### config.mk
export PLATFORM = sky130hd
export DESIGN_NAME = mux_arb
export DESIGN_NICKNAME = d
export VERILOG_FILES = /design/src/rtl/mux_arb_pkg.sv /design/src/rtl/mux_arb_grant.sv /design/src/rtl/mux_arb.sv
export SDC_FILE = /design/constraint.sdc
export NUM_CORES = 1
export LEC_CHECK = 0
export ABC_CLOCK_PERIOD_IN_PS = 3550
export BUFFER_PORTS_ARGS = -buffer_cell sky130_fd_sc_hd__buf_2
export CAP_MARGIN = 20
export CORE_MARGIN = 10
export CORE_UTILIZATION = 35
export DETAILED_ROUTE_END_ITERATION = 10
export HOLD_SLACK_MARGIN = 0.1
export PLACE_DENSITY = 0.72
export SYNTH_ARGS = -nofsm -noshare
export SYNTH_HDL_FRONTEND = slang
export SYNTH_SLANG_ARGS = --single-unit
### constraint.sdc
create_clock -name clk -period 3.55 [get_ports clk]
set_clock_uncertainty 0.15 [all_clocks]
set_input_delay 0.1775 -clock clk [delete_from_list [all_inputs] [get_ports clk]]
set_output_delay 0.1775 -clock clk [all_outputs]
set_load 0.05 [all_outputs]
### src/rtl/mux_arb_pkg.sv
// mux_arb_pkg: shared definitions for the arbitrated registered mux.
//   DEF_WIDTH - default data width per channel
//   state_t   - output register occupancy (EMPTY / FULL)
//   idx_w()   - width of a channel index for n channels (at least 1)
package mux_arb_pkg;

  localparam int DEF_WIDTH = 32;

  typedef enum logic {
    EMPTY = 1'b0,
    FULL  = 1'b1
  } state_t;

  function automatic int idx_w(input int n);
    int w;
    w = 1;
    while ((1 << w) < n) w++;
    return w;
  endfunction

endpackage

### src/rtl/mux_arb_grant.sv
// mux_arb_grant: picks one requesting channel per cycle.
//   req - per-channel requests
//   ptr - highest-priority channel (round-robin build only)
//   gnt - one-hot grant, zero when no request
//   idx - binary index of the granted channel (0 when no request)
// Build option: MUX_ARB_RR_EN selects round-robin from ptr; otherwise
// fixed priority with channel 0 highest.
module mux_arb_grant
  import mux_arb_pkg::*;
#(
  parameter int N    = 4,
  parameter int SELW = idx_w(N)
) (
  input  logic [N-1:0]    req,
`ifdef MUX_ARB_RR_EN
  input  logic [SELW-1:0] ptr,
`endif
  output logic [N-1:0]    gnt,
  output logic [SELW-1:0] idx
);

`ifdef MUX_ARB_RR_EN
  // Walk offsets from the farthest to the nearest so the channel closest
  // to ptr (in wrap order) is the one that survives.
  always_comb begin
    int c;
    gnt = '0;
    idx = '0;
    c   = 0;
    for (int k = N - 1; k >= 0; k--) begin
      c = int'(ptr) + k;
      if (c >= N) c = c - N;
      if (req[c]) begin
        gnt    = '0;
        gnt[c] = 1'b1;
        idx    = SELW'(c);
      end
    end
  end
`else
  // Highest index first, lowest index overwrites: channel 0 wins.
  always_comb begin
    gnt = '0;
    idx = '0;
    for (int k = N - 1; k >= 0; k--) begin
      if (req[k]) begin
        gnt    = '0;
        gnt[k] = 1'b1;
        idx    = SELW'(k);
      end
    end
  end
`endif

endmodule

### src/rtl/mux_arb.sv
// mux_arb: N-channel arbitrated mux into a one-entry output register.
//   clk, reset          - clock, async active-high reset
//   in_valid/in_ready   - per-channel handshake (in_ready one-hot or zero)
//   in_data             - channel i at [i*WIDTH +: WIDTH]
//   out_valid/out_ready - output handshake
//   out_data, out_sel   - registered winning word and its channel index
// Build option: MUX_ARB_RR_EN enables round-robin arbitration with a
// pointer register; otherwise fixed priority (lowest index wins).
module mux_arb
  import mux_arb_pkg::*;
#(
  parameter int WIDTH = DEF_WIDTH,
  parameter int N     = 4,
  localparam int SELW = idx_w(N)
) (
  input  logic                 clk,
  input  logic                 reset,
  input  logic [N-1:0]         in_valid,
  input  logic [N*WIDTH-1:0]   in_data,
  output logic [N-1:0]         in_ready,
  output logic                 out_valid,
  input  logic                 out_ready,
  output logic [WIDTH-1:0]     out_data,
  output logic [SELW-1:0]      out_sel
);

  logic [N-1:0][WIDTH-1:0] words;
  logic [N-1:0]            gnt;
  logic [SELW-1:0]         gidx;
  logic                    load, take;
  state_t                  state_q, state_d;

  assign words = in_data;

`ifdef MUX_ARB_RR_EN
  logic [SELW-1:0] ptr_q;
`endif

  mux_arb_grant #(.N(N), .SELW(SELW)) u_grant (
    .req (in_valid),
`ifdef MUX_ARB_RR_EN
    .ptr (ptr_q),
`endif
    .gnt (gnt),
    .idx (gidx)
  );

  assign out_valid = (state_q == FULL);
  assign load      = ~out_valid | out_ready;
  // Gating with reset keeps a handshake from completing while the
  // register is being cleared.
  assign in_ready  = gnt & {N{load & ~reset}};
  assign take      = |in_ready;

  always_ff @(posedge clk or posedge reset) begin
    if (reset) state_q <= EMPTY;
    else       state_q <= state_d;
  end

  always_comb begin
    state_d = state_q;
    case (state_q)
      EMPTY:   if (take) state_d = FULL;
      FULL:    if (out_ready && !take) state_d = EMPTY;
      default: state_d = EMPTY;
    endcase
  end

  always_ff @(posedge clk or posedge reset) begin
    if (reset) begin
      out_data <= '0;
      out_sel  <= '0;
    end else if (take) begin
      out_data <= words[gidx];
      out_sel  <= gidx;
    end
  end

`ifdef MUX_ARB_RR_EN
  always_ff @(posedge clk or posedge reset) begin
    if (reset)     ptr_q <= '0;
    else if (take) ptr_q <= (int'(gidx) == N - 1) ? '0 : gidx + 1'b1;
  end
`endif

endmodule

# == After elaboration in Yosys (flattened, before gate mapping) ==
# Index checks and enable logic that the tools add are counted.
# totals
regBits,35
output_inout_bits,39
# classes
n_lt_le_gt_ge,1
n_mux,13
n_bitwise,5
n_reduce_logical,3
# op_table
cell,n
32-bit binary-select mux with 2-bit select,1
32-bit two-way mux,1
4-bit two-way mux,4
2-bit two-way mux,4
4-bit AND,1
4-bit OR reduction,1
2-bit by 3-bit less-than comparator with 1-bit output (second input constant),1
1-bit two-way mux,2
1-bit inverter,2
1-bit one-hot mux with 2 select lines,1
1-bit AND,1
1-bit logical AND,1
1-bit zero test,1
1-bit bitwise OR,1

# == Longest topological paths before layout ==
# depth
ltp_word,10
depth_mapped,7

# == Cells and area by module ==
# From an unflattened synthesis, not the netlist that was laid out.
# hier_totals
hier_cells,131
area_unflattened_um2,2357.3
# modules_own_cells
mod,instances,cells_per_inst,area_per_inst_um2,seq_area_each_um2
mux_arb,1,122,2297.2,875.8
mux_arb_grant,1,9,60.1,0.0

# == Least setup slack after synthesis ==
# Ideal clock, no wire load.
# synth_timing
kind,register -> output
start,"register state_q, in the netlist out_valid"
end,output port in_ready[1]
t_arrival_ns,2.237
setup_slack_ns,0.986
stages_incl_launch_ff,5
cell_sequence,dfrtp_1 -> nand2b_1 -> clkbuf_1 -> nand2_1 -> nor3b_1
# synth_via
elab_chain_cells,4
# synth_rtl
element,line,rtl
"start, declared",mux_arb.sv:31,"state_t state_q, state_d;"
"start signal, assigned",mux_arb.sv:57,else state_q <= state_d;
1-bit inverter,--,
1-bit bitwise OR,mux_arb.sv:49,assign load = ~out_valid | out_ready;
1-bit AND,mux_arb.sv:52,assign in_ready = gnt & {N{load & ~reset}};
4-bit AND,mux_arb.sv:52,
"end, declared",mux_arb.sv:20,"output logic [N-1:0] in_ready,"
# Every way passes these cells.

# == Worst setup path in the final report ==
# layout_timing
start,input port reset
end,register out_data[28]
# layout_via
elab_chain_cells,4
# layout_rtl
element,line,rtl
"start, declared",mux_arb.sv:17,"input logic reset,"
1-bit inverter,mux_arb.sv:52,
1-bit AND,mux_arb.sv:52,
4-bit AND,mux_arb.sv:52,
4-bit OR reduction,mux_arb.sv:53,assign take = |in_ready;
"end signal, assigned",mux_arb.sv:74,out_data <= words[gidx];
"end, declared",mux_arb.sv:23,"output logic [WIDTH-1:0] out_data,"
# Every way passes these cells.
# A chain may end at the register's enable or synchronous reset.

==> impl_metrics.tcl <==
set metrics [dict create \
    worst_ir_drop_vdd_v 0.000194 \
    outcome "completed" \
    max-clock-path-buffers 2 \
    hold_path.class "input port to flip-flop" \
    final_nets 670 \
    placed_cells 600 \
    crit_fanout 35 \
    setup_tns_ns 0 \
    setup_violations 0 \
    synth_top_area_frac 0.298 \
    yosys.area.top_type "dfrtp_1" \
    fp.dieH_um 112 \
    die_width_um 112 \
    yosys-top-cells-count "63 x a31oi_1, 40 x clkbuf_1, 35 x dfrtp_1, 33 x nor2b_1, 33 x o21ai_0" \
    cts_root_buf "clkbuf_8" \
    fmax_ghz 0.380 \
    cts_hold_buf 32 \
    hold_violations 0 \
    grt_pass1_vias 3816 \
    cts_tree "yes" \
    cts-resized-gates 0 \
    slew_headroom 0.520 \
    cts_sinks 35 \
    drv_cap 0 \
    wirelength_mm 11.7 \
    post_cts_buffers 0 \
    ys_async_sr_fraction 1.00 \
    yosys_most_used_dff "dfrtp_1" \
    vias 3630 \
    required_ns 3.57 \
    ff2ff_path_depth 4 \
    worstHoldStart "in_data[20]" \
    ys_seq_elements 35 \
    critPathCaptureType "flip-flop" \
    fillers 782 \
    rsz0062_at_grt "false" \
    whs_path_depth 3 \
    crit_family "buffers and inverters" \
    finalNonFillerCells 641 \
    antenna_found_initial 0 \
    synth_most_common_cell "a31oi_1" \
    grt_max_degree 68 \
    period_share 0.741 \
    port_buffers 173 \
    htreeDepth 2 \
    cp_common_cell "dlygate4sd3_1" \
    clk_latency_ns 0.28 \
    ioPinCount 174 \
    ff2ff_setup_slack_ns 1.04 \
    crit_slowest_cell "dlygate4sd3_1" \
    slowest_delay_ns 0.58 \
    overflow 0 \
    worstSetupStartpointType "input port" \
    gp_congestion 0.779 \
    drc 0 \
    vias_per_cell 5.66 \
    wl_per_cell_um 18.2 \
    ys_types 26 \
    fin_crit_ns 2.63 \
    worst-setup-path-type "input port to flip-flop" \
    syn_area_per_cell_um2 8.14 \
    area_growth_pct 43.6 \
    drt_iter0_drc 177 \
    dpl.hpwl_mm 8.28 \
    drt-pass1-iter-count 5 \
    ys_warn_count 0 \
    synthCells 361 \
    worst_slew_pin_slew_ns 0.720 \
    track_usage 0.177 \
    synth_edf_count 0 \
    path_cells "dlygate4sd3_1 > buf_2 > inv_2 > and3_4 > a41oi_1 > dlygate4sd3_1" \
    p_per_area_nw_per_um2 366 \
    core_area_um2 8180 \
    r2r_end "out_data[28]" \
    synth_area_um2 2940 \
    dieArea_um2 12500 \
    timing.rr.start "out_valid" \
    arrival_ns 2.65 \
    path_clk_slew_ns 0.07 \
    power_leakage_nw 1.90 \
    syn-num-nets 496 \
    grt_pass1_wl_mm 19.0 \
    critPathBufInv 4 \
    drtAntennaViolNets 0 \
    hold_end "out_data[20]" \
    synth_area_leaders "dfrtp_1 30%, a31oi_1 13%, and3b_1 9.5%" \
    start_util 0.359 \
    drv_slew 0 \
    diodes 0 \
    cts_made_buffers 5 \
    ys_seq_area_frac 0.298 \
    rows 33 \
    drive_above_1_share 0.358 \
    cp.depth 6 \
]
[cells in the final DEF (no fill, tap or decap)]
cell type and instances:
buf_2 173, nor2_2 1, nor2b_1 33, inv_2 1, dlygate4sd3_1 32, clkbuf_1 1, nand2b_1 1, buf_4 8
nor3b_1 2, dfrtp_1 35, o22a_1 2, nor2_1 5, o21ai_0 33, or2_1 1, and2_1 1, and3_4 1
buf_8 1, or4_1 1, a31oi_1 63, nand2_1 2, nand3b_1 31, inv_1 1, and3b_1 32, a21oi_1 31
nor3_1 4, a41oi_1 1, o2bb2ai_1 31, clkbuf_8 7, nand3_1 1
[worst register-to-register path: cells and delay by family (launching register included)]
family                 cells  cell delay, ns
buffers and inverters      1            0.58
DFF                        1            0.39
AOI/OAI and AO/OA          1            0.18
and+or+nand+nor            2            1.10
[sequential cells by signal, indices dropped and copies added, names as in the netlist]
name / cells
out_data: 32
out_sel: 2
out_valid: 1
[cell type report]
type                    count  area [um2]  area share
well taps                 105         131      0.0311
clock buffers               8         100      0.0237
inverters                   2        7.51     0.00178
repair buffers            214        1260       0.299
flip-flops and latches     35         876       0.208
multi-input cells         277        1840       0.437
[report_power, final]
part,internal (mW),switching (mW)
logic,0.235,0.482
registers,0.468,0.0388
clock network,0.177,0.144
[per-stage QoR]
stage,hold slack (ns),worst slack (ns),utilization,total power [mW],area (um2)
final,0.110,0.918,0.516,1.55,4220
after global routing,0.115,0.816,0.516,1.64,4220
after CTS,0.102,0.966,0.514,1.56,4200
after detailed placement,0.145,1.36,0.463,1.20,3780
after global placement,0.132,1.41,0.463,1.19,3780
after floorplan,0.227,0.986,-,0.989,2940
[layer usage]
metal	part of all wire	global-route usage	vias to the layer above	wire (um)
li1	-	-	1723	-
met5	0	0	-	0
met2	0.49	0.301	177	5710
met1	0.40	0.203	1710	4710
met3	0.084	0.0569	20	977
met4	0.023	0.0660	0	268
[logic make-up after synthesis]
logic type | after synthesis | share of synthesized area
and+or+nand+nor | 116 | 0.282
buffers and inverters | 49 | 0.0758
AOI/OAI and AO/OA | 161 | 0.345
DFF | 35 | 0.298
[how the worst max path moves through the flow]
| stage | endpoint | slack (ns) | start |
|---|---|---|---|
| detailed placement | in_ready[0] | 1.36 | in_valid[0] |
| finish | out_data[28] | 0.92 | reset |
| global placement | out_valid | 1.41 | in_valid[0] |
| floorplan | in_ready[1] | 0.99 | out_valid |
| CTS | out_data[28] | 0.97 | reset |
| global route | in_ready[2] | 0.82 | reset |
(Power assumes the default switching activity.)
